File: config.mk
export PLATFORM = sky130hd
export DESIGN_NAME = mac_nch
export DESIGN_NICKNAME = d
export VERILOG_FILES = /design/src/rtl/mac_nch.sv
export SDC_FILE = /design/constraint.sdc
export NUM_CORES = 2
export LEC_CHECK = 0
export CORE_MARGIN = 5
export CORE_UTILIZATION = 30
export DETAILED_ROUTE_END_ITERATION = 12
export GPL_TIMING_DRIVEN = 0
export PLACE_DENSITY_LB_ADDON = 0.15
export REMOVE_ABC_BUFFERS = 1
export SLEW_MARGIN = 0
export SYNTH_ARGS = -nofsm -noshare
export SYNTH_HDL_FRONTEND = slang
export SYNTH_SLANG_ARGS = --single-unit
File: constraint.sdc
create_clock -name c -period 30.9 [get_ports c]
set_input_delay 6.18 -clock c [delete_from_list [all_inputs] [get_ports c]]
set_output_delay 6.18 -clock c [all_outputs]
set_load 0.005 [all_outputs]
File: src/rtl/mac_nch.sv
// mac_nch: channel-interleaved signed multiply-accumulate for time-multiplexed
// FIR filters. Each accepted sample multiplies a*b and loads or accumulates the
// product into one of NCH accumulators selected by ch. On the last term of a sum
// the accumulator is scaled by 2^-S, rounded per RND, saturated to NBP bits and
// emitted with a one-cycle valid strobe.
//
// Ports:
//   c      clock, all logic on the rising edge
//   r      asynchronous active-high reset
//   iv     input valid; a, b, ch, first, last are only meaningful when iv=1
//   first  first term of a sum (load instead of accumulate)
//   last   last term of a sum (emit the result)
//   ch     accumulator index; samples with ch >= NCH are ignored
//   a, b   signed multiplicand / multiplier
//   ov     one-cycle strobe per completed sum
//   och    channel of the result on p (held while ov=0)
//   p      rounded, saturated result (held while ov=0)
//
// Latency: sample captured at edge n, product at n+1, accumulator at n+2,
// output register at n+3.
module mac_nch #(
   parameter int NBA = 24,
   parameter int NBB = 18,
   parameter int NBP = 24,
   parameter int S   = 17,
   parameter int G   = 6,
   parameter int NCH = 4,
   parameter int RND = 2,
   localparam int CHW = (NCH > 1) ? $clog2(NCH) : 1
) (
   input  logic                  c,
   input  logic                  r,
   input  logic                  iv,
   input  logic                  first,
   input  logic                  last,
   input  logic [CHW-1:0]        ch,
   input  logic signed [NBA-1:0] a,
   input  logic signed [NBB-1:0] b,
   output logic                  ov,
   output logic [CHW-1:0]        och,
   output logic signed [NBP-1:0] p
);

   localparam int NPR  = NBA + NBB;
   localparam int NACC = NPR + G;
   // one extra bit above the accumulator so floor+1 can never wrap before clamping
   localparam int QW   = NACC + 1;

   localparam logic [CHW:0]             NCH_L = (CHW+1)'(NCH);
   localparam logic [NACC-1:0]          ONE_A = {{(NACC-1){1'b0}}, 1'b1};
   localparam logic [NACC-1:0]          MASK  = (S == 0) ? {NACC{1'b0}} : ({NACC{1'b1}} >> (NACC - S));
   localparam logic [NACC-1:0]          HALF  = (S == 0) ? {NACC{1'b0}} : (ONE_A << ((S > 0) ? (S - 1) : 0));
   localparam logic signed [QW-1:0]     ONE_Q = {{(QW-1){1'b0}}, 1'b1};
   localparam logic signed [QW-1:0]     PMAX  = (ONE_Q <<< (NBP - 1)) - ONE_Q;
   localparam logic signed [QW-1:0]     PMIN  = -PMAX - ONE_Q;

   // Scale by 2^-S with the selected rounding, then clamp to the NBP-bit range.
   function automatic logic signed [NBP-1:0] round_sat(input logic signed [NACC-1:0] x);
      logic signed [QW-1:0] fl;
      logic signed [QW-1:0] q;
      logic [NACC-1:0]      rem;
      logic                 inc;
      fl  = {x[NACC-1], x};
      fl  = fl >>> S;          // arithmetic shift == floor division
      rem = x & MASK;          // always the non-negative remainder
      case (RND)
         32'sd0:  inc = 1'b0;
         32'sd1:  inc = (rem >= HALF);
         32'sd2:  inc = (rem > HALF) || ((rem == HALF) && fl[0]);
         default: inc = 1'b0;
      endcase
      if (S == 0) begin
         q = fl;
      end else begin
         q = fl + signed'({{(QW-1){1'b0}}, inc});
      end
      if (q > PMAX) begin
         return PMAX[NBP-1:0];
      end else if (q < PMIN) begin
         return PMIN[NBP-1:0];
      end else begin
         return q[NBP-1:0];
      end
   endfunction

   // stage 1
   logic                  v1_r, f1_r, l1_r;
   logic [CHW-1:0]        ch1_r;
   logic signed [NBA-1:0] a1_r;
   logic signed [NBB-1:0] b1_r;
   // stage 2
   logic                  v2_r, f2_r, l2_r;
   logic [CHW-1:0]        ch2_r;
   logic signed [NPR-1:0] prod2_r;
   // stage 3
   logic signed [NACC-1:0] acc_r [NCH];
   logic                   v3_r;
   logic [CHW-1:0]         ch3_r;
   logic signed [NACC-1:0] x3_r;
   // combinational
   logic signed [NACC-1:0] prod_x_s;
   logic signed [NACC-1:0] sel_s;
   logic signed [NACC-1:0] nxt_s;
   logic signed [NBP-1:0]  p_s;

   // Input register: capture the sample and its control bits.
   always_ff @(posedge c or posedge r) begin
      if (r) begin
         v1_r  <= 1'b0;
         f1_r  <= 1'b0;
         l1_r  <= 1'b0;
         ch1_r <= '0;
         a1_r  <= '0;
         b1_r  <= '0;
      end else begin
         v1_r  <= iv;
         f1_r  <= first;
         l1_r  <= last;
         ch1_r <= ch;
         a1_r  <= a;
         b1_r  <= b;
      end
   end

   // Product register; out-of-range channels are dropped here so nothing downstream sees them.
   always_ff @(posedge c or posedge r) begin
      if (r) begin
         v2_r    <= 1'b0;
         f2_r    <= 1'b0;
         l2_r    <= 1'b0;
         ch2_r   <= '0;
         prod2_r <= '0;
      end else begin
         v2_r    <= v1_r && ({1'b0, ch1_r} < NCH_L);
         f2_r    <= f1_r;
         l2_r    <= l1_r;
         ch2_r   <= ch1_r;
         prod2_r <= a1_r * b1_r;
      end
   end

   // Select the addressed accumulator and form its next value (load or wrap-around add).
   always_comb begin
      prod_x_s = prod2_r;
      sel_s    = '0;
      for (int i = 0; i < NCH; i++) begin
         sel_s = (ch2_r == CHW'(i)) ? acc_r[i] : sel_s;
      end
      if (f2_r) begin
         nxt_s = prod_x_s;
      end else begin
         nxt_s = sel_s + prod_x_s;
      end
   end

   // Accumulator bank; the completed sum is also staged toward the output.
   always_ff @(posedge c or posedge r) begin
      if (r) begin
         for (int i = 0; i < NCH; i++) begin
            acc_r[i] <= '0;
         end
         v3_r  <= 1'b0;
         ch3_r <= '0;
         x3_r  <= '0;
      end else begin
         for (int i = 0; i < NCH; i++) begin
            if (v2_r && (ch2_r == CHW'(i))) begin
               acc_r[i] <= nxt_s;
            end
         end
         v3_r  <= v2_r & l2_r;
         ch3_r <= ch2_r;
         x3_r  <= nxt_s;
      end
   end

   assign p_s = round_sat(x3_r);

   // Output register: p and och hold their last result between strobes.
   always_ff @(posedge c or posedge r) begin
      if (r) begin
         ov  <= 1'b0;
         och <= '0;
         p   <= '0;
      end else begin
         ov <= v3_r;
         if (v3_r) begin
            och <= ch3_r;
            p   <= p_s;
         end
      end
   end

endmodule
* Word level (Yosys, flattened, before mapping)
Cells that the tools add are included.
** Operators by class
- Reductions and logical operators :: 7
- Order comparisons :: 3
- Eq/ne operators :: 4
- $add $sub $neg :: 2
- Bitwise gates (word level) :: 1
- Mux-type cells :: 7
- Multipliers :: 1
** Operators with widths (number)
- 48-bit 2-to-1 mux :: 5
- 48-bit by 42-bit adder with 48-bit output :: 1
- 24-bit 2-to-1 mux :: 2
- 24-bit by 18-bit multiplier with 42-bit output :: 1
- 31-bit by 2-bit adder with 32-bit output :: 1
- 32-bit by 24-bit greater-than comparator with 1-bit output (second input constant) :: 1
- 32-bit by 24-bit < comparator with 1-bit output (second input constant) :: 1
- 17-bit equality test (second input constant) :: 1
- 17-bit greater-than comparator (second input constant) :: 1
- 1-bit logical AND :: 5
- 2-bit equality test (second input constant) :: 2
- 2-bit by 1-bit equality test with 1-bit output (second input constant) :: 1
- 2-bit zero test :: 1
- 1-bit bitwise AND :: 1
- 1-bit logical OR :: 1
** Word-level totals
- Bits of input ports :: 49
- Flip-flop bits (word level) :: 364

* Longest topological paths before layout
- Word-level depth :: 7
- Depth in mapped cells :: 26
- Gate-level depth less buffers :: 24

* Worst setup path before layout
Ideal clock, no wire load.
- Path type :: register to output
- Start :: reg p[13]
- End :: out p[13]
- Stages on the path, launching flop included :: 1
- Required time :: 24.720 ns
- Arrival :: 0.362 ns
- Path slack :: 24.358 ns
- Cells stage by stage :: dfrtp_1
** RTL lines
- start, declared :: RTL line 41 : output logic signed [NBP-1:0] p
- start signal, assigned :: RTL line 189 : p <= p_s;
No word-level cell between the ends.

* Final worst setup path
- Start :: reg p[21]
- End :: out p[21]
No word-level cell between the ends.

==> impl_metrics.py <==
metrics = {
    "status": {
        "status": "completed",
    },
    "yosys": {
        "synth_area_leaders": "dfrtp_1 (29%), fa_1 (27%), inv_1 (6.5%)",
        "yosysMostFrequentCell": "inv_1",
        "yosysSeqAreaShare": 0.287,
        "synthCells": 3241,
        "syn-cell-area_um2": 31700,
        "synth-edff-count": 0,
        "ys.flop_type": "dfrtp_1",
        "synth_common_cells": "inv_1 (546), nand2_1 (526), fa_1 (426), dfrtp_1 (364), o21ai_0 (244)",
        "synth_top_cell_by_area": "dfrtp_1",
        "ys_warn_count": 0,
        "synth_top_cell_area_share": 0.287,
        "ys_types": 76,
        "syn_avg_cell_area_um2": 9.79,
        "ys_ff_latch": 364,
        "synth_async_sr_flop_share": 1.00,
    },
    "sta": {
        "setup-violations-final": 0,
        "finalMaxSlewViolations": 0,
        "finClkSkew_ns": 0.0272,
        "tightest_slew_ns": 1.08,
        "finalHoldViolations": 0,
        "fin_tns_setup_ns": 0,
        "min_period_ns": 7.70,
        "maxSlewHeadroom": 0.277,
        "rsz0062_at_grt": "no",
        "hold_ws_ns": 0.345,
        "fmax_mhz": 130,
        "post-route-period-util": 0.249,
    },
    "floorplanning": {
        "die_h_um": 335,
        "dieArea_um2": 112000,
        "io_pins": 76,
        "dieWidth_um": 335,
        "rows": 119,
        "core_area_um2": 105000,
        "initial_utilization": 0.302,
    },
    "clocking": {
        "clockBufferDepth": 3,
        "cts_sinks": 364,
        "cts_tree": "built",
        "cts_setup_buffers": 0,
        "holdBufCountCts": 0,
        "h-tree-depth": 2,
        "cts-resized-gates": 0,
        "clk_pin_slew_ns": 0.06,
        "cts_root_buf": "clkbuf_16",
        "cts_buffers": 46,
        "clk_latency_ns": 0.62,
    },
    "placed_design": {
        "hpwl_um": 60600,
        "dp.cells": 4570,
        "portBuffers": 75,
        "routabilityCongestion": 0.775,
    },
    "setup_path": {
        "critPathMaxStageDelay_ns": 0.54,
        "cp-end-kind": "output port",
        "r2r-end": "prod2_r[39]",
        "critPathLaunch": "p[21]",
        "cp_cell_sequence": "clkdlybuf4s50_1",
        "regToRegSetupSlack_ns": 23.46,
        "critical_path_arrival_ns": 1.52,
        "r2r_cells": 21,
        "crit_cells": 1,
        "path_buf_inv": 1,
        "worst-setup-path-type": "reg -> out",
        "cpLargestDelayFamily": "buffers and inverters",
        "critPathSlowestCell": "clkdlybuf4s50_1",
        "start_kind": "register",
        "cp.required_ns": 24.72,
        "crit_end": "p[21]",
        "critPathMaxFanout": 2,
        "r2r-start": "b1_r[3]",
    },
    "routing": {
        "drc": 0,
        "drt-total-wl_um": 78100,
        "post_drt_wl_per_cell_um": 16.8,
        "drt_iter0_drc": 1009,
        "drtAntennaViolNets": 0,
        "first_pass_iters": 4,
        "num_vias": 21000,
        "vias_per_cell": 4.51,
    },
    "final_layout": {
        "regArea_um2": 9120,
        "n_fill_cell": 10900,
        "drive_gt1_frac": 0.0508,
        "final_util": 0.339,
        "layout.cells.non_filler": 4656,
        "multi_input_area_um2": 20000,
        "area_delta_synth_final_pct": 12.2,
        "antenna_cells": 0,
        "layout.nets": 3855,
    },
    "global_routing": {
        "antenna_found_initial": 1,
        "grt_max_degree": 116,
        "grt_pass1_vias": 22800,
        "gr-total-overflow": 0,
        "grt_util_all_layers": 0.143,
        "grt_pass1_wl_um": 130000,
    },
    "run": {
        "drv_cap": 0,
    },
    "min_path": {
        "hold_path_class": "reg -> reg",
    },
}
==> layer usage <==
layer  track usage  vias to the layer above  part of all wire
li1              -                    10200                 -
met1         0.212                    10500              0.51
met2         0.227                      220              0.45
met3        0.0205                       58             0.032
met4        0.0239                        0             0.013
met5             0                        -                 0
==> kinds of logic after synthesis <==
family          after synthesis  share of synthesized area
compound gates              496                     0.0925
mux                          81                     0.0447
simple gates                915                      0.133
buf+inv                     699                     0.0835
flops                       364                      0.287
xor+xnor                    107                     0.0295
fa+ha+maj                   579                      0.329
==> metrics by stage <==
stage	setup slack, ns	area [µm²]
after floorplan	14.62	31100
after global placement	8.71	33600
after detailed placement	22.81	34000
after CTS	23.10	35600
after global routing	22.97	35600
final	23.20	35600
==> layout by cell type (no fill, tap or decap), types with 47 or more instances in the layout <==
| cell | netlist | layout |
|---|---|---|
| inv_1 | 546 | 545 |
| fa_1 | 426 | 426 |
| and2_1 | 159 | 159 |
| mux4_2 | 48 | 48 |
| o21ai_0 | 244 | 244 |
| nor2_1 | 89 | 89 |
| clkbuf_16 | 0 | 47 |
| a21oi_1 | 94 | 94 |
| nand2_1 | 526 | 526 |
| dfrtp_1 | 364 | 361 |
| clkdlybuf4s50_1 | 0 | 75 |
| ha_1 | 153 | 153 |
| xnor2_1 | 71 | 71 |
==> area by class of cell <==
class,instances,share of cell area
Sequential cell,364,0.256
Clock buffer,63,0.0370
Tap cell,1391,0.0489
Multi-Input combinational cell,2178,0.561
Timing Repair Buffer,90,0.0300
Inverter,547,0.0579
Clock inverter,23,0.00865
==> state kept, by name, summed over array words and instances (netlist names) <==
register,count
b1_r,18
och,2
prod2_r,42
f1_r,1
ov,1
v1_r,1
l1_r,1
ch1_r,2
v3_r,1
l2_r,1
ch2_r,2
acc_r,192
f2_r,1
a1_r,24
x3_r,48
ch3_r,2
p,24
v2_r,1
==> worst reg2reg max path, stage by stage (launching register included) <==
cell,delay (ns)
dfrtp_1,1.03
nand2_1,0.20
fa_1,0.58
inv_1,0.06
fa_1,0.53
inv_1,0.05
fa_1,0.52
inv_1,0.08
fa_1,0.49
fa_1,0.49
inv_1,0.05
fa_1,0.47
inv_1,0.04
ha_1,0.37
nand3_1,0.14
o41ai_1,0.70
a31oi_1,0.33
o21ai_1,0.44
a21oi_1,0.24
o21bai_1,0.24
a21boi_0,0.15
xnor2_1,0.14
==> worst min-delay path by stage <==
| stage | start | end | cells after the start |
|---|---|---|---|
| global route | v1_r | v2_r | 0 |
| floorplan | ch1_r[0] | ch2_r[0] | 0 |
| finish | f1_r | f2_r | 0 |
| detailed placement | f1_r | f2_r | 0 |
| global placement | f1_r | f2_r | 0 |
| CTS | f1_r | f2_r | 0 |
Power is left out: the tool's default activity adds up to more than one toggle a clock period on the data nets, which glitch-free logic cannot reach.
